**src/rtl/cache_profile_reporter.sv**
```systemverilog
// Periodic cache-profiler readout: snapshots all counters every INTERVAL_CYCLES
// and streams them as a framed, checksummed byte sequence over valid/ready.
module cache_profile_reporter #(
  parameter int unsigned NUM_COUNTERS    = 8,
  parameter int unsigned INTERVAL_CYCLES = 2000000,
  parameter logic [7:0]  SYNC_BYTE       = 8'hA5
) (
  input  logic                        clk,
  input  logic                        rst_n,
  input  logic                        run,
  input  logic [32*NUM_COUNTERS-1:0]  counters,
  output logic                        prof_enable,
  output logic [7:0]                  tx_data,
  output logic                        tx_valid,
  input  logic                        tx_ready,
  output logic                        busy,
  output logic [7:0]                  seq_num,
  output logic                        overrun
);

  localparam int unsigned NUM_BYTES = 4 * NUM_COUNTERS;
  localparam int unsigned SNAP_W    = 32 * NUM_COUNTERS;
  localparam int unsigned IDX_W     = $clog2(NUM_BYTES);
  localparam int unsigned CNT_W     = $clog2(INTERVAL_CYCLES);
  localparam logic [IDX_W-1:0] LAST_IDX = IDX_W'(NUM_BYTES - 1);
  localparam logic [CNT_W-1:0] LAST_CNT = CNT_W'(INTERVAL_CYCLES - 1);

  typedef enum logic [2:0] {
    IDLE,
    COUNT,
    CAPTURE,
    SEND_SYNC,
    SEND_SEQ,
    SEND_DATA,
    SEND_CSUM
  } state_e;

  state_e             state_q, state_d;
  logic [CNT_W-1:0]   icnt_q, icnt_d;
  logic [IDX_W-1:0]   idx_q, idx_d;
  logic [7:0]         csum_q, csum_d;
  logic [7:0]         seq_q, seq_d;
  logic               ovr_q, ovr_d;
  logic               en_q, en_d;
  logic               busy_q, busy_d;
  logic [7:0]         txd_q, txd_d;
  logic               txv_q, txv_d;
  logic [SNAP_W-1:0]  snap_q, snap_d;

  logic               hs;
  logic               expire;
  logic [IDX_W-1:0]   idx_nxt;
  logic [IDX_W-1:0]   nxt_sel;
  logic [IDX_W+2:0]   nxt_off;
  logic [7:0]         next_byte;

  // Byte i of the frame payload is counter i/4, MSB first: flipping the two
  // low index bits turns byte order into little-endian bit position.
  assign hs        = txv_q & tx_ready;
  assign expire    = (icnt_q == LAST_CNT);
  assign idx_nxt   = idx_q + IDX_W'(1);
  assign nxt_sel   = (state_q == SEND_SEQ) ? '0 : idx_nxt;
  assign nxt_off   = {nxt_sel ^ IDX_W'(3), 3'b000};
  assign next_byte = snap_q[nxt_off +: 8];

  // Next-state and datapath
  always_comb begin
    state_d = state_q;
    icnt_d  = icnt_q;
    idx_d   = idx_q;
    csum_d  = csum_q;
    seq_d   = seq_q;
    ovr_d   = ovr_q;
    en_d    = run;
    busy_d  = busy_q;
    txd_d   = txd_q;
    txv_d   = txv_q;
    snap_d  = snap_q;

    // Interval keeps ticking through transmission so snapshots stay periodic
    if (state_q != IDLE) begin
      icnt_d = expire ? '0 : icnt_q + CNT_W'(1);
    end
    if (busy_q && expire) begin
      ovr_d = 1'b1;
    end

    case (state_q)
      IDLE: begin
        if (run) begin
          state_d = COUNT;
          icnt_d  = '0;
        end
      end
      COUNT: begin
        if (!run) begin
          state_d = IDLE;
        end else if (expire) begin
          state_d = CAPTURE;
          busy_d  = 1'b1;
          seq_d   = seq_q + 8'd1;
          snap_d  = counters;
        end
      end
      CAPTURE: begin
        csum_d  = 8'd0;
        state_d = SEND_SYNC;
        txv_d   = 1'b1;
        txd_d   = SYNC_BYTE;
      end
      SEND_SYNC: begin
        if (hs) begin
          state_d = SEND_SEQ;
          txd_d   = seq_q;
          csum_d  = seq_q;
        end
      end
      SEND_SEQ: begin
        if (hs) begin
          state_d = SEND_DATA;
          idx_d   = '0;
          txd_d   = next_byte;
          csum_d  = csum_q + next_byte;
        end
      end
      SEND_DATA: begin
        if (hs) begin
          if (idx_q == LAST_IDX) begin
            state_d = SEND_CSUM;
            txd_d   = csum_q;
          end else begin
            idx_d  = idx_nxt;
            txd_d  = next_byte;
            csum_d = csum_q + next_byte;
          end
        end
      end
      SEND_CSUM: begin
        if (hs) begin
          txv_d   = 1'b0;
          txd_d   = 8'd0;
          busy_d  = 1'b0;
          state_d = run ? COUNT : IDLE;
        end
      end
      default: state_d = IDLE;
    endcase
  end

  // State and datapath registers
  always_ff @(posedge clk or negedge rst_n) begin
    if (!rst_n) begin
      state_q <= IDLE;
      icnt_q  <= '0;
      idx_q   <= '0;
      csum_q  <= 8'd0;
      seq_q   <= 8'd0;
      ovr_q   <= 1'b0;
      en_q    <= 1'b0;
      busy_q  <= 1'b0;
      txd_q   <= 8'd0;
      txv_q   <= 1'b0;
      snap_q  <= '0;
    end else begin
      state_q <= state_d;
      icnt_q  <= icnt_d;
      idx_q   <= idx_d;
      csum_q  <= csum_d;
      seq_q   <= seq_d;
      ovr_q   <= ovr_d;
      en_q    <= en_d;
      busy_q  <= busy_d;
      txd_q   <= txd_d;
      txv_q   <= txv_d;
      snap_q  <= snap_d;
    end
  end

  assign prof_enable = en_q;
  assign tx_data     = txd_q;
  assign tx_valid    = txv_q;
  assign busy        = busy_q;
  assign seq_num     = seq_q;
  assign overrun     = ovr_q;

endmodule

```
**config.mk**
```make
export PLATFORM = sky130hd
export DESIGN_NAME = cache_profile_reporter
export DESIGN_NICKNAME = d
export VERILOG_FILES = /design/src/rtl/cache_profile_reporter.sv
export SDC_FILE = /design/constraint.sdc
export NUM_CORES = 1
export LEC_CHECK = 0
export BUFFER_PORTS_ARGS = -buffer_cell sky130_fd_sc_hd__buf_4
export CORE_ASPECT_RATIO = 0.5
export CORE_MARGIN = 2
export CORE_UTILIZATION = 50
export DETAILED_ROUTE_END_ITERATION = 8
export GPL_TIMING_DRIVEN = 0
export PLACE_DENSITY = 0.73
export RECOVER_POWER = 50
export SYNTH_ARGS = -nofsm -noshare
export SYNTH_HDL_FRONTEND = slang
export SYNTH_SLANG_ARGS = --single-unit
```
**constraint.sdc**
```tcl
create_clock -name clk -period 7.5 [get_ports clk]
set_clock_uncertainty 0.15 [all_clocks]
set_input_delay 0.375 -clock clk [delete_from_list [all_inputs] [get_ports clk]]
set_output_delay 0.375 -clock clk [all_outputs]
set_load 0.02 [all_outputs]
```
==> results of run 1 <==
how the worst min path moves through the flow:
stage,from,to,slack (ns),cells after the start
5_1_grt,overrun,overrun,0.33,1
4_1_cts,rst_n,icnt_q[7],0.10,2
2_1_floorplan,rst_n,busy,-0.07,0
3_5_place_dp,rst_n,icnt_q[7],0.10,1
3_3_place_gp,overrun,overrun,0.29,1
6_report,overrun,overrun,0.30,1
power breakdown:
group	internal (µW)	leakage [µW]	total, µW	switching (µW)
Sequential	1750	0.00430	1810	51.8
Combinational	769	0.00621	2030	1260
Clock	841	0.000461	1510	666
Total	3360	0.0110	5350	1980
area by class of cell:
type	count	area (µm²)
fillers	2213	8810
clock buffers	39	792
clock inverters	11	144
diodes	4	10.0
multi-input cells	1327	6750
repair buffers	541	4660
inverters	16	60.1
plain buffers	113	563
well taps	399	499
flip-flops and latches	313	7830
Yosys cell counts, drive strengths merged, types with 3 or more instances:
cell type	number
a211o	3
a211oi	7
a21o	7
a21oi	52
a221o	18
a221oi	14
a22o	18
a22oi	13
a311o	3
a311oi	5
a31o	4
a31oi	4
and2	6
and3	8
and4	4
buf	78
clkbuf	35
dfrtp	313
ha	11
inv	16
mux2	4
mux2i	27
mux4	16
nand2	834
nand2b	4
nand3	22
nand4	7
nor2	48
nor2b	11
nor3	16
nor4	4
o211ai	6
o21a	3
o21ai	84
o221ai	10
o22ai	6
o311ai	5
o31ai	4
xnor2	12
xor2	6
through the flow:
stage               setup WS [ns]  cell area [µm²]  hold slack [ns]
finish                       2.00            21300            0.304
global route                 1.85            21300            0.328
CTS                          2.24            21400            0.100
global placement             2.32            17800            0.292
detailed placement           2.27            17900            0.103
floorplan                    3.44            15200          -0.0706
what timing repair did:
item,in CTS,in global routing
setup buffers,0,0
hold buffers,259,0
endpoints found under the hold margin,393,0
layer usage:
metal  vias to the layer above  part of all wire
met2                       871              0.47
met3                       225             0.092
met4                         0             0.054
met5                         -                 0
li1                       7050                 -
met1                      7551              0.39
sequential cells by signal (all words and copies together) (netlist names):
| signal | flops |
|---|---|
| csum_q | 8 |
| state_q | 3 |
| idx_q | 5 |
| snap_q | 256 |
| tx_data | 8 |
| seq_num | 8 |
| overrun | 1 |
| prof_enable | 1 |
| tx_valid | 1 |
| icnt_q | 21 |
| busy | 1 |
cell families (layout without fill, tap and decap cells):
| group | after synthesis | count (layout) |
|---|---|---|
| compound gates | 278 | 278 |
| simple gates | 972 | 972 |
| flops | 313 | 313 |
| other cells | 0 | 4 |
| fa+ha+maj | 12 | 12 |
| xor+xnor | 18 | 18 |
| mux | 47 | 47 |
| buf+inv | 129 | 720 |
==> impl_metrics.prom, run 1 <==
# TYPE chip_impl_metric gauge
chip_impl_metric{name="synth_area_in_adders",unit=""} 0.0104
chip_impl_metric{name="wl",unit="µm"} 55700
chip_impl_metric{name="fin_crit",unit="ns"} 5.50
chip_impl_metric{name="worst_setup_hold_path_clk_slew",unit="ns"} 0.07
chip_impl_metric{name="route.detailed.drc",unit=""} 0
chip_impl_info{name="setup.worst_path.start_class",value="flop"} 1
chip_impl_metric{name="syn-mean-instance-area",unit="µm²"} 8.60
chip_impl_metric{name="postRouteAntennaNets",unit=""} 0
chip_impl_metric{name="fp.coreArea",unit="µm²"} 30100
chip_impl_metric{name="grt_start_max_net_pins",unit=""} 105
chip_impl_info{name="main_area_contributors_after_synthesis",value="dfrtp_1 (51%), nand2_1 (21%), o21ai_0 (2.7%)"} 1
chip_impl_metric{name="cts_repair_resize_count",unit=""} 0
chip_impl_metric{name="hold_violations",unit=""} 0
chip_impl_info{name="failing_checks",value="capacitance limit, slew limit"} 1
chip_impl_metric{name="port-buffer-count",unit=""} 279
chip_impl_metric{name="reg2reg_depth",unit=""} 16
chip_impl_metric{name="design.die.area",unit="µm²"} 31900
chip_impl_metric{name="grt-ovfl-total",unit=""} 0
chip_impl_metric{name="critical_path_peak_fanout",unit=""} 9
chip_impl_metric{name="critical_path.n_buffers_inverters",unit=""} 1
chip_impl_metric{name="row_count",unit=""} 45
chip_impl_metric{name="syn_area",unit="µm²"} 15200
chip_impl_info{name="reg2reg_to",value="csum_q[7]"} 1
chip_impl_info{name="crit-reg2reg-launch",value="idx_q[1]"} 1
chip_impl_info{name="setup.worst_path.end_class",value="flop"} 1
chip_impl_metric{name="yosysWarningCount",unit=""} 0
chip_impl_metric{name="critical_path.max_stage_delay",unit="ns"} 0.76
chip_impl_metric{name="die_y",unit="µm"} 127
chip_impl_info{name="worst_path_dominant_cell_family",value="compound AO/OA/AOI/OAI gates"} 1
chip_impl_metric{name="wl_per_instance",unit="µm"} 20.2
chip_impl_metric{name="nets",unit=""} 2612
chip_impl_metric{name="timing_max_transition_violations_final",unit=""} 138
chip_impl_info{name="globalRoute.busiestLayer",value="met2"} 1
chip_impl_metric{name="insertion_delay",unit="ns"} 0.57
chip_impl_metric{name="muxShareOfSynthArea",unit=""} 0.0444
chip_impl_metric{name="r2r_slack",unit="ns"} 2.00
chip_impl_metric{name="gpl.final_weighted_congestion",unit=""} 0.955
chip_impl_metric{name="synth_largest_type_area_fraction",unit=""} 0.515
chip_impl_metric{name="1st_pass_router_iterations",unit=""} 5
chip_impl_info{name="holdCritPathClass",value="flop to flop"} 1
chip_impl_metric{name="drive_gt1_frac",unit=""} 0.172
chip_impl_metric{name="max-slew-margin-rel",unit=""} -0.785
chip_impl_info{name="ys_dominant_reg_cell",value="dfrtp_1"} 1
chip_impl_metric{name="first_iter_violations",unit=""} 1563
chip_impl_metric{name="wire_length_of_the_first_global_routing_pass",unit="µm"} 85800
chip_impl_info{name="synth_top_family_by_area",value="simple AND/OR/NAND/NOR gates"} 1
chip_impl_metric{name="max_cap_violations",unit=""} 2
chip_impl_metric{name="setup_violation_total_in_the_final_timing_report",unit=""} 0
chip_impl_metric{name="cts.sink_count",unit=""} 313
chip_impl_metric{name="synth_async_sr_flop_share",unit=""} 1.00
chip_impl_info{name="timing.setup.critical_path_class",value="flop to flop"} 1
chip_impl_metric{name="grt_util_all_layers",unit=""} 0.349
chip_impl_metric{name="timing.fmax",unit="MHz"} 182
chip_impl_metric{name="max_clock_buf_depth",unit=""} 3
chip_impl_metric{name="critical_path_depth",unit=""} 16
chip_impl_metric{name="groute.layer.met2.usage",unit=""} 0.567
chip_impl_metric{name="fin_setup_tns",unit="ns"} 0
chip_impl_info{name="netlist.top_cell.by_area",value="dfrtp_1"} 1
chip_impl_metric{name="htreeDepth",unit=""} 1
chip_impl_metric{name="arrival",unit="ns"} 5.85
chip_impl_metric{name="mappedNetlistNets",unit=""} 2041
chip_impl_info{name="setup.worst_path.end",value="csum_q[7]"} 1
chip_impl_info{name="rsz0062_at_grt",value="no"} 1
chip_impl_metric{name="place.detailed.instances",unit=""} 2450
chip_impl_metric{name="io_pins",unit=""} 280
chip_impl_metric{name="timing.final.crit_share",unit=""} 0.734
chip_impl_info{name="cpMaxStageDelayCell",value="o311ai_1"} 1
chip_impl_metric{name="worst_slew_pin_slew",unit="ns"} 2.68
chip_impl_metric{name="vias",unit=""} 15697
chip_impl_metric{name="post_synth_inst_count",unit=""} 1769
chip_impl_metric{name="die_w",unit="µm"} 251
chip_impl_metric{name="finalNonFillerCells",unit=""} 2763
chip_impl_metric{name="groute.layer.met3.usage",unit=""} 0.0823
chip_impl_metric{name="drt-vias-per-instance",unit=""} 5.68
chip_impl_metric{name="yosysSeqAreaShare",unit=""} 0.515
chip_impl_metric{name="synth_compound_gate_area_share",unit=""} 0.124
chip_impl_metric{name="area.growth.synth_to_final",unit="%"} 40.1
chip_impl_metric{name="xor_xnor_cell_area_share_of_the_yosys_netlist",unit=""} 0.0104
chip_impl_metric{name="ys_types",unit=""} 68
chip_impl_metric{name="first_global_vias",unit=""} 15763
chip_impl_info{name="crit_top_cell",value="ha_1"} 1
chip_impl_info{name="cts_tree",value="yes"} 1
chip_impl_metric{name="power",unit="µW"} 5350
chip_impl_metric{name="initial_cell_density_of_the_core",unit=""} 0.505
chip_impl_metric{name="gr-usage-met1",unit=""} 0.442
chip_impl_metric{name="antenna_found_initial",unit=""} 5
chip_impl_metric{name="detailedPlacementHpwl",unit="µm"} 36300
chip_impl_info{name="critical_path.startpoint",value="idx_q[1]"} 1
chip_impl_metric{name="synth_enable_flop_cells",unit=""} 0
chip_impl_info{name="mostFrequentLayoutCell",value="nand2_1"} 1
chip_impl_metric{name="ys_seq_elements",unit=""} 313
chip_impl_metric{name="finish.utilization",unit=""} 0.708
chip_impl_info{name="final_cell_mix",value="nand2_1 (834), dfrtp_1 (313), buf_4 (274)"} 1
chip_impl_info{name="clk_root_buffer_cell",value="clkbuf_16"} 1
chip_impl_metric{name="leakagePower",unit="µW"} 0.0110
chip_impl_metric{name="post_synth_and_or_nand_nor_area_fraction",unit=""} 0.255
chip_impl_info{name="chain_of_cells_forming_the_critical_path",value="ha_1 -> and3_1 -> ha_1 -> clkbuf_1 -> nand2_1 -> nor2_1 -> o21ai_0 -> o311a_1 -> o311ai_1 -> ha_1 -> a21oi_1 -> o21ai_0 -> a2111oi_0 -> nor3_1 -> xnor2_1 -> mux2i_1"} 1
chip_impl_metric{name="crit_required",unit="ns"} 7.84
chip_impl_metric{name="tritoncts_buffers",unit=""} 28
chip_impl_metric{name="vdd_drop_max",unit="µV"} 201
chip_impl_metric{name="power_density",unit="nW/µm²"} 251
chip_impl_info{name="status",value="finished with violations"} 1
Note: power is estimated with default switching activity, not from simulation.
==> inputs of run 2 (changes only) <==
--- a/config.mk
+++ b/config.mk
@@ -11,7 +11,7 @@
 export CORE_UTILIZATION = 50
 export DETAILED_ROUTE_END_ITERATION = 8
 export GPL_TIMING_DRIVEN = 0
-export PLACE_DENSITY = 0.73
+export PLACE_DENSITY = 0.76
 export RECOVER_POWER = 50
 export SYNTH_ARGS = -nofsm -noshare
 export SYNTH_HDL_FRONTEND = slang
==> constraint.sdc (replaced) <==
create_clock -name clk -period 4.5 [get_ports clk]
set_clock_uncertainty 0.15 [all_clocks]
set_input_delay 0.225 -clock clk [delete_from_list [all_inputs] [get_ports clk]]
set_output_delay 0.225 -clock clk [all_outputs]
set_load 0.02 [all_outputs]
==> run 2 against run 1 <==
The run still ends with capacitance limit, slew limit left. Global-route usage grew 2.1 points. Final cell count grew 0.25%. Utilization grew 1.5 points. Largest cell class unchanged.
==> impl_metrics.prom, run 2 (synthesis gave the netlist of run 1 again) <==
# TYPE chip_impl_metric gauge
chip_impl_metric{name="power_density",unit="nW/µm²"} 438
chip_impl_metric{name="crit_required",unit="ns"} 4.84
chip_impl_metric{name="port-buffer-count",unit=""} 279
chip_impl_info{name="holdCritPathClass",value="primary input to flop"} 1
chip_impl_metric{name="finish.utilization",unit=""} 0.722
chip_impl_metric{name="leakagePower",unit="µW"} 0.0112
chip_impl_info{name="largestRegisters",value="snap_q: 256 flops, icnt_q: 21 flops"} 1
chip_impl_info{name="largest-register",value="snap_q"} 1
chip_impl_metric{name="grt-ovfl-total",unit=""} 0
chip_impl_metric{name="area.growth.synth_to_final",unit="%"} 43.0
chip_impl_info{name="failing_checks",value="capacitance limit, slew limit"} 1
chip_impl_metric{name="wl_per_instance",unit="µm"} 21.4
chip_impl_metric{name="max-slew-margin-rel",unit=""} -0.771
chip_impl_metric{name="timing.final.crit_share",unit=""} 0.976
chip_impl_metric{name="detailedPlacementHpwl",unit="µm"} 36400
chip_impl_metric{name="fp.coreArea",unit="µm²"} 30100
chip_impl_info{name="critical_path.startpoint",value="state_q[2]"} 1
chip_impl_info{name="timing.setup.critical_path_class",value="flop to flop"} 1
chip_impl_metric{name="1st_pass_router_iterations",unit=""} 7
chip_impl_metric{name="die_y",unit="µm"} 127
chip_impl_metric{name="initial_cell_density_of_the_core",unit=""} 0.505
chip_impl_metric{name="grt_util_all_layers",unit=""} 0.370
chip_impl_metric{name="final_non_filler_cell_area",unit="µm²"} 21800
chip_impl_metric{name="htreeDepth",unit=""} 1
chip_impl_metric{name="timing.fmax",unit="MHz"} 228
chip_impl_metric{name="fin_crit",unit="ns"} 4.39
chip_impl_metric{name="grt_start_max_net_pins",unit=""} 114
chip_impl_metric{name="critical_path.max_stage_delay",unit="ns"} 0.55
chip_impl_metric{name="place_area",unit="µm²"} 17900
chip_impl_metric{name="finalNonFillerCells",unit=""} 2770
chip_impl_metric{name="first_global_vias",unit=""} 16592
chip_impl_info{name="cts_tree",value="yes"} 1
chip_impl_info{name="crit-reg2reg-launch",value="state_q[2]"} 1
chip_impl_metric{name="route.detailed.drc",unit=""} 0
chip_impl_metric{name="tritoncts_buffers",unit=""} 28
chip_impl_metric{name="max_cap_violations",unit=""} 1
chip_impl_metric{name="vdd_drop_max",unit="µV"} 442
chip_impl_metric{name="wl",unit="µm"} 59200
chip_impl_metric{name="arrival",unit="ns"} 4.73
chip_impl_metric{name="die_w",unit="µm"} 251
chip_impl_info{name="setup.worst_path.start_class",value="flop"} 1
chip_impl_metric{name="timing_max_transition_violations_final",unit=""} 103
chip_impl_metric{name="nets",unit=""} 2619
chip_impl_metric{name="postRouteAntennaNets",unit=""} 0
chip_impl_metric{name="cts.sink_count",unit=""} 313
chip_impl_metric{name="drive_gt1_frac",unit=""} 0.197
chip_impl_info{name="setup.worst_path.end",value="csum_q[7]"} 1
chip_impl_info{name="cpMaxStageDelayCell",value="mux4_2"} 1
chip_impl_metric{name="r2r_slack",unit="ns"} 0.11
chip_impl_info{name="clk_root_buffer_cell",value="clkbuf_16"} 1
chip_impl_metric{name="worst_setup_hold_path_clk_slew",unit="ns"} 0.08
chip_impl_metric{name="largest_reg_flops",unit=""} 256
chip_impl_metric{name="place.detailed.instances",unit=""} 2449
chip_impl_metric{name="worst_slew_pin_slew",unit="ns"} 2.66
chip_impl_metric{name="power",unit="µW"} 9520
chip_impl_metric{name="insertion_delay",unit="ns"} 0.57
chip_impl_info{name="mostFrequentLayoutCell",value="nand2_1"} 1
chip_impl_metric{name="max_clock_buf_depth",unit=""} 3
chip_impl_info{name="crit_top_cell",value="buf_4"} 1
chip_impl_metric{name="antenna_found_initial",unit=""} 4
chip_impl_metric{name="io_pins",unit=""} 280
chip_impl_metric{name="hold_violations",unit=""} 0
chip_impl_metric{name="drt-vias-per-instance",unit=""} 5.89
chip_impl_metric{name="setup_violation_total_in_the_final_timing_report",unit=""} 0
chip_impl_metric{name="gpl.final_weighted_congestion",unit=""} 0.946
chip_impl_metric{name="wire_length_of_the_first_global_routing_pass",unit="µm"} 90300
chip_impl_metric{name="timing.hold.ws",unit="ns"} 0.252
chip_impl_info{name="chain_of_cells_forming_the_critical_path",value="buf_4 -> nor3b_4 -> buf_4 -> nor2_4 -> buf_12 -> buf_12 -> mux4_2 -> a22o_4 -> a311oi_2 -> buf_4 -> inv_1 -> ha_1 -> a21o_1 -> a21oi_2 -> o21ai_2 -> a2111oi_4 -> nor3_2 -> xnor2_1 -> mux2i_1"} 1
chip_impl_metric{name="vias",unit=""} 16322
chip_impl_info{name="reg2reg_to",value="csum_q[7]"} 1
chip_impl_info{name="status",value="finished with violations"} 1
chip_impl_metric{name="critical_path_peak_fanout",unit=""} 10
chip_impl_metric{name="design.die.area",unit="µm²"} 31900
chip_impl_info{name="setup.worst_path.end_class",value="flop"} 1
chip_impl_info{name="final_cell_mix",value="nand2_1 (833), dfrtp_1 (313), buf_4 (286)"} 1
chip_impl_metric{name="first_iter_violations",unit=""} 1712
chip_impl_metric{name="reg2reg_depth",unit=""} 19
chip_impl_metric{name="row_count",unit=""} 45
==> run 2: critical path: cells and delay by family (launching register included) <==
family,cells,cell delay (ns)
AO/OA/AOI/OAI,6,1.35
XOR/XNOR,1,0.18
adder cells (fa/ha/maj),1,0.26
buffers and inverters,6,0.85
flip-flops,1,0.37
multiplexers,2,0.76
AND/OR/NAND/NOR,3,0.36
==> run 2: per-layer routing <==
layer | track usage | routed length [µm] | part of all wire
met5 | 0 | 10 | 0.00017
met4 | 0.228 | 4310 | 0.073
met3 | 0.111 | 6260 | 0.11
met2 | 0.598 | 27200 | 0.46
met1 | 0.440 | 21400 | 0.36
==> run 2: where the power goes <==
| group | leakage [µW] | internal (µW) | switching [µW] |
|---|---|---|---|
| logic | 0.00637 | 1570 | 2310 |
| registers | 0.00430 | 2920 | 95.8 |
| clock network | 0.000493 | 1490 | 1150 |
==> run 2: how the worst min path moves through the flow <==
stage                   from          end  slack, ns  cells past startpoint
6_report       counters[145]  snap_q[145]       0.25                      4
4_1_cts                rst_n  snap_q[251]       0.20                      2
2_1_floorplan          rst_n         busy      -0.22                      0
5_1_grt        counters[243]  snap_q[243]       0.27                      4
3_3_place_gp             run  prof_enable       0.26                      1
3_5_place_dp           rst_n  snap_q[251]       0.18                      1
==> run 2: layout make-up <==
type | count | area [µm²]
Antenna cell | 3 | 7.51
Buffer | 110 | 619
Clock buffer | 37 | 806
Clock inverter | 14 | 174
Fill cell | 2051 | 8360
Inverter | 16 | 60.1
Multi-Input combinational cell | 1327 | 7000
Sequential cell | 313 | 7830
Tap cell | 399 | 499
Timing Repair Buffer | 551 | 4760
==> run 2: timing repair <==
| item | 4_1_cts | 5_1_grt |
|---|---|---|
| setup endpoints to repair | 5 | 3 |
| gates resized for setup | 41 | 41 |
| pin swaps | 3 | 10 |
| hold endpoints to repair | 361 | 0 |
| hold buffers | 259 | 0 |
| buffers inserted | 6 | 5 |
==> run 2: through the flow <==
stage                     worst slack, ns  setup TNS [ns]
after floorplan                     0.442               0
after global placement             -0.695           -1.82
after detailed placement           -0.784           -2.18
after CTS                         0.00580               0
after global routing              -0.0528         -0.0669
final                               0.108               0
==> inputs of run 3 (changes only) <==
--- a/config.mk
+++ b/config.mk
@@ -6,7 +6,6 @@
 export NUM_CORES = 1
 export LEC_CHECK = 0
 export BUFFER_PORTS_ARGS = -buffer_cell sky130_fd_sc_hd__buf_4
-export CORE_ASPECT_RATIO = 0.5
 export CORE_MARGIN = 2
 export CORE_UTILIZATION = 50
 export DETAILED_ROUTE_END_ITERATION = 8
@@ -16,3 +15,4 @@
 export SYNTH_ARGS = -nofsm -noshare
 export SYNTH_HDL_FRONTEND = slang
 export SYNTH_SLANG_ARGS = --single-unit
+export TNS_END_PERCENT = 30
==> run 3 against run 2 <==
The flow still finishes with violations (capacitance limit, slew limit). Sequential cell count unchanged. Die area shrank 0.26%. Sequential share of layout area fell by 0.064 points. Combinational power shrank 3%. Sequential power about the same. Count of clock-buffer cells in the layout grew 15. Worst hold slack improved by 0.030 ns. Non-clock buffer count grew 5. Final cell count up 0.14%. Critical path type unchanged.
==> impl_metrics.prom, run 3 (synthesis gave the netlist of run 1 again) <==
# TYPE chip_impl_metric gauge
chip_impl_info{name="status",value="finished with violations"} 1
chip_impl_info{name="failing_checks",value="capacitance limit, slew limit"} 1
chip_impl_metric{name="arrival",unit="ns"} 4.69
chip_impl_metric{name="postRouteAntennaNets",unit=""} 0
chip_impl_info{name="largestRegisters",value="snap_q: 256 flops, icnt_q: 21 flops"} 1
chip_impl_metric{name="cts.sink_count",unit=""} 313
chip_impl_metric{name="wl",unit="µm"} 58700
chip_impl_info{name="timing.setup.critical_path_class",value="flop to flop"} 1
chip_impl_metric{name="gpl.final_weighted_congestion",unit=""} 0.939
chip_impl_metric{name="critical_path_peak_fanout",unit=""} 10
chip_impl_metric{name="max-slew-margin-rel",unit=""} -1.00
chip_impl_metric{name="grt_util_all_layers",unit=""} 0.374
chip_impl_metric{name="port-buffer-count",unit=""} 279
chip_impl_metric{name="htreeDepth",unit=""} 2
chip_impl_metric{name="drive_gt1_frac",unit=""} 0.196
chip_impl_metric{name="sw_frac_of_total",unit=""} 0.366
chip_impl_metric{name="power_switching",unit="µW"} 3470
chip_impl_info{name="final_cell_mix",value="nand2_1 (832), dfrtp_1 (312), buf_4 (297)"} 1
chip_impl_metric{name="die_y",unit="µm"} 178
chip_impl_metric{name="drt-vias-per-instance",unit=""} 5.86
chip_impl_metric{name="first_iter_violations",unit=""} 1913
chip_impl_metric{name="vdd_drop_max",unit="µV"} 302
chip_impl_metric{name="tritoncts_buffers",unit=""} 35
chip_impl_metric{name="largest_reg_flops",unit=""} 256
chip_impl_metric{name="finish.utilization",unit=""} 0.732
chip_impl_info{name="cts_tree",value="yes"} 1
chip_impl_info{name="clk_root_buffer_cell",value="clkbuf_16"} 1
chip_impl_metric{name="io_pins",unit=""} 280
chip_impl_metric{name="worst_setup_hold_path_clk_slew",unit="ns"} 0.06
chip_impl_metric{name="timing.final.crit_share",unit=""} 0.977
chip_impl_metric{name="antenna_found_initial",unit=""} 3
chip_impl_metric{name="part_of_the_total_power_dissipated_in_combinational_logic",unit=""} 0.395
chip_impl_metric{name="1st_pass_router_iterations",unit=""} 7
chip_impl_metric{name="initial_cell_density_of_the_core",unit=""} 0.510
chip_impl_metric{name="setup_violation_total_in_the_final_timing_report",unit=""} 0
chip_impl_info{name="setup.worst_path.start_class",value="flop"} 1
chip_impl_metric{name="timing.fmax",unit="MHz"} 227
chip_impl_metric{name="wire_length_of_the_first_global_routing_pass",unit="µm"} 90200
chip_impl_metric{name="crit_required",unit="ns"} 4.79
chip_impl_metric{name="route.detailed.drc",unit=""} 0
chip_impl_metric{name="row_count",unit=""} 63
chip_impl_metric{name="internal_power",unit="µW"} 6020
chip_impl_metric{name="place_area",unit="µm²"} 17900
chip_impl_metric{name="design.die.area",unit="µm²"} 31800
chip_impl_info{name="setup.worst_path.end_class",value="flop"} 1
chip_impl_metric{name="max_cap_violations",unit=""} 1
chip_impl_info{name="holdCritPathClass",value="primary input to flop"} 1
chip_impl_metric{name="nets",unit=""} 2631
chip_impl_metric{name="final_non_filler_cell_area",unit="µm²"} 21800
chip_impl_metric{name="leakagePower",unit="µW"} 0.0112
chip_impl_info{name="largest-register",value="snap_q"} 1
chip_impl_metric{name="place.detailed.instances",unit=""} 2440
chip_impl_metric{name="finalNonFillerCells",unit=""} 2774
chip_impl_metric{name="max_clock_buf_depth",unit=""} 3
chip_impl_metric{name="vias",unit=""} 16261
chip_impl_metric{name="area.growth.synth_to_final",unit="%"} 43.3
chip_impl_metric{name="detailedPlacementHpwl",unit="µm"} 37300
chip_impl_metric{name="timing_max_transition_violations_final",unit=""} 114
chip_impl_metric{name="grt_start_max_net_pins",unit=""} 116
chip_impl_info{name="mostFrequentLayoutCell",value="nand2_1"} 1
chip_impl_metric{name="power_density",unit="nW/µm²"} 435
chip_impl_metric{name="grt-ovfl-total",unit=""} 0
chip_impl_metric{name="hold_violations",unit=""} 0
chip_impl_metric{name="die_w",unit="µm"} 178
chip_impl_metric{name="pwr-share-seq",unit=""} 0.318
chip_impl_metric{name="worst_slew_pin_slew",unit="ns"} 3.00
chip_impl_metric{name="fin_crit",unit="ns"} 4.40
chip_impl_metric{name="insertion_delay",unit="ns"} 0.54
chip_impl_metric{name="fp.coreArea",unit="µm²"} 29800
chip_impl_metric{name="timing.hold.ws",unit="ns"} 0.282
chip_impl_metric{name="share_clk_of_total_power",unit=""} 0.288
chip_impl_metric{name="wl_per_instance",unit="µm"} 21.2
chip_impl_metric{name="first_global_vias",unit=""} 16547
-- run 3: cell count changes in the layout (fill, tap and decap cells not counted), sizes merged --
cell      before  now
clkinvlp       0    1
clkbuf        95  109
bufinv         4    0
diode          3    2
buf          344  350
clkinv        10    7
-- run 3: critical path: stages, from the launching register on --
cell and delay, ns:
dfrtp_2 0.44, ha_2 0.27, buf_4 0.18, nor3_1 0.38, buf_2 0.37, a22o_1 0.22
o21ai_2 0.09, a311oi_2 0.35, a311oi_2 0.11, inv_1 0.10, ha_1 0.22, a21o_1 0.19
a21oi_2 0.17, o21ai_1 0.11, a2111oi_2 0.41, nor3_2 0.12, xnor2_1 0.23, mux2i_1 0.21
-- run 3: per-layer routing --
metal | wire [µm] | global-route usage
met4 | 3950 | 0.238
met2 | 27900 | 0.605
met5 | 13 | 0
met3 | 5670 | 0.0676
met1 | 21100 | 0.464
-- run 3: layout make-up --
cell class                 count  area [µm²]
sequential                   313        7830
buffer                       111         634
timing repair buffer         555        4770
clock buffer                  52        1010
fill                        2072        8000
clock inverter                 8        58.8
antenna                        2        5.00
inverter                      16        63.8
tap                          390         488
multi-input combinational   1327        6930
-- run 3: path summary, 6_finish.rpt --
kind | startpoint | to | slack [ns] | depth (start not counted)
max in group asynchronous | rst_n | idx_q[1] | 1.16 | 2
min in group asynchronous | rst_n | snap_q[175] | 1.04 | 2
min | counters[236] | snap_q[236] | 0.28 | 4
max reg2reg | idx_q[1] | csum_q[7] | 0.10 | 17
max | idx_q[1] | csum_q[7] | 0.10 | 17
min reg2reg | snap_q[249] | snap_q[249] | 0.31 | 2
-- run 3: what timing repair did --
item                       in CTS  in global routing
gates resized for setup        36                 46
pin swaps                       6                  9
hold endpoints to repair      372                  0
cloned                          0                  0
setup endpoints to repair       4                  2
setup buffers                   5                 10
hold buffers                  259                  0
-- run 3: power by group through the flow --
stage / clock network [µW] / registers, µW / logic (µW)
6_report: 2730 / 3010 / 3750
5_1_grt: 2860 / 3030 / 3960
4_1_cts: 2730 / 3010 / 3420
3_5_place_dp: 0 / 3060 / 3080
3_3_place_gp: 0 / 3060 / 3010
2_1_floorplan: 0 / 3080 / 1960
-- run 3: per-stage QoR --
step / total power [µW] / setup slack (ns) / TNS [ns]
floorplan: 5040 / 0.442 / 0
global placement: 6070 / -0.535 / -1.32
detailed placement: 6140 / -0.599 / -1.39
CTS: 9170 / 0.000917 / 0
global route: 9840 / -0.0759 / -0.0819
finish: 9490 / 0.103 / 0
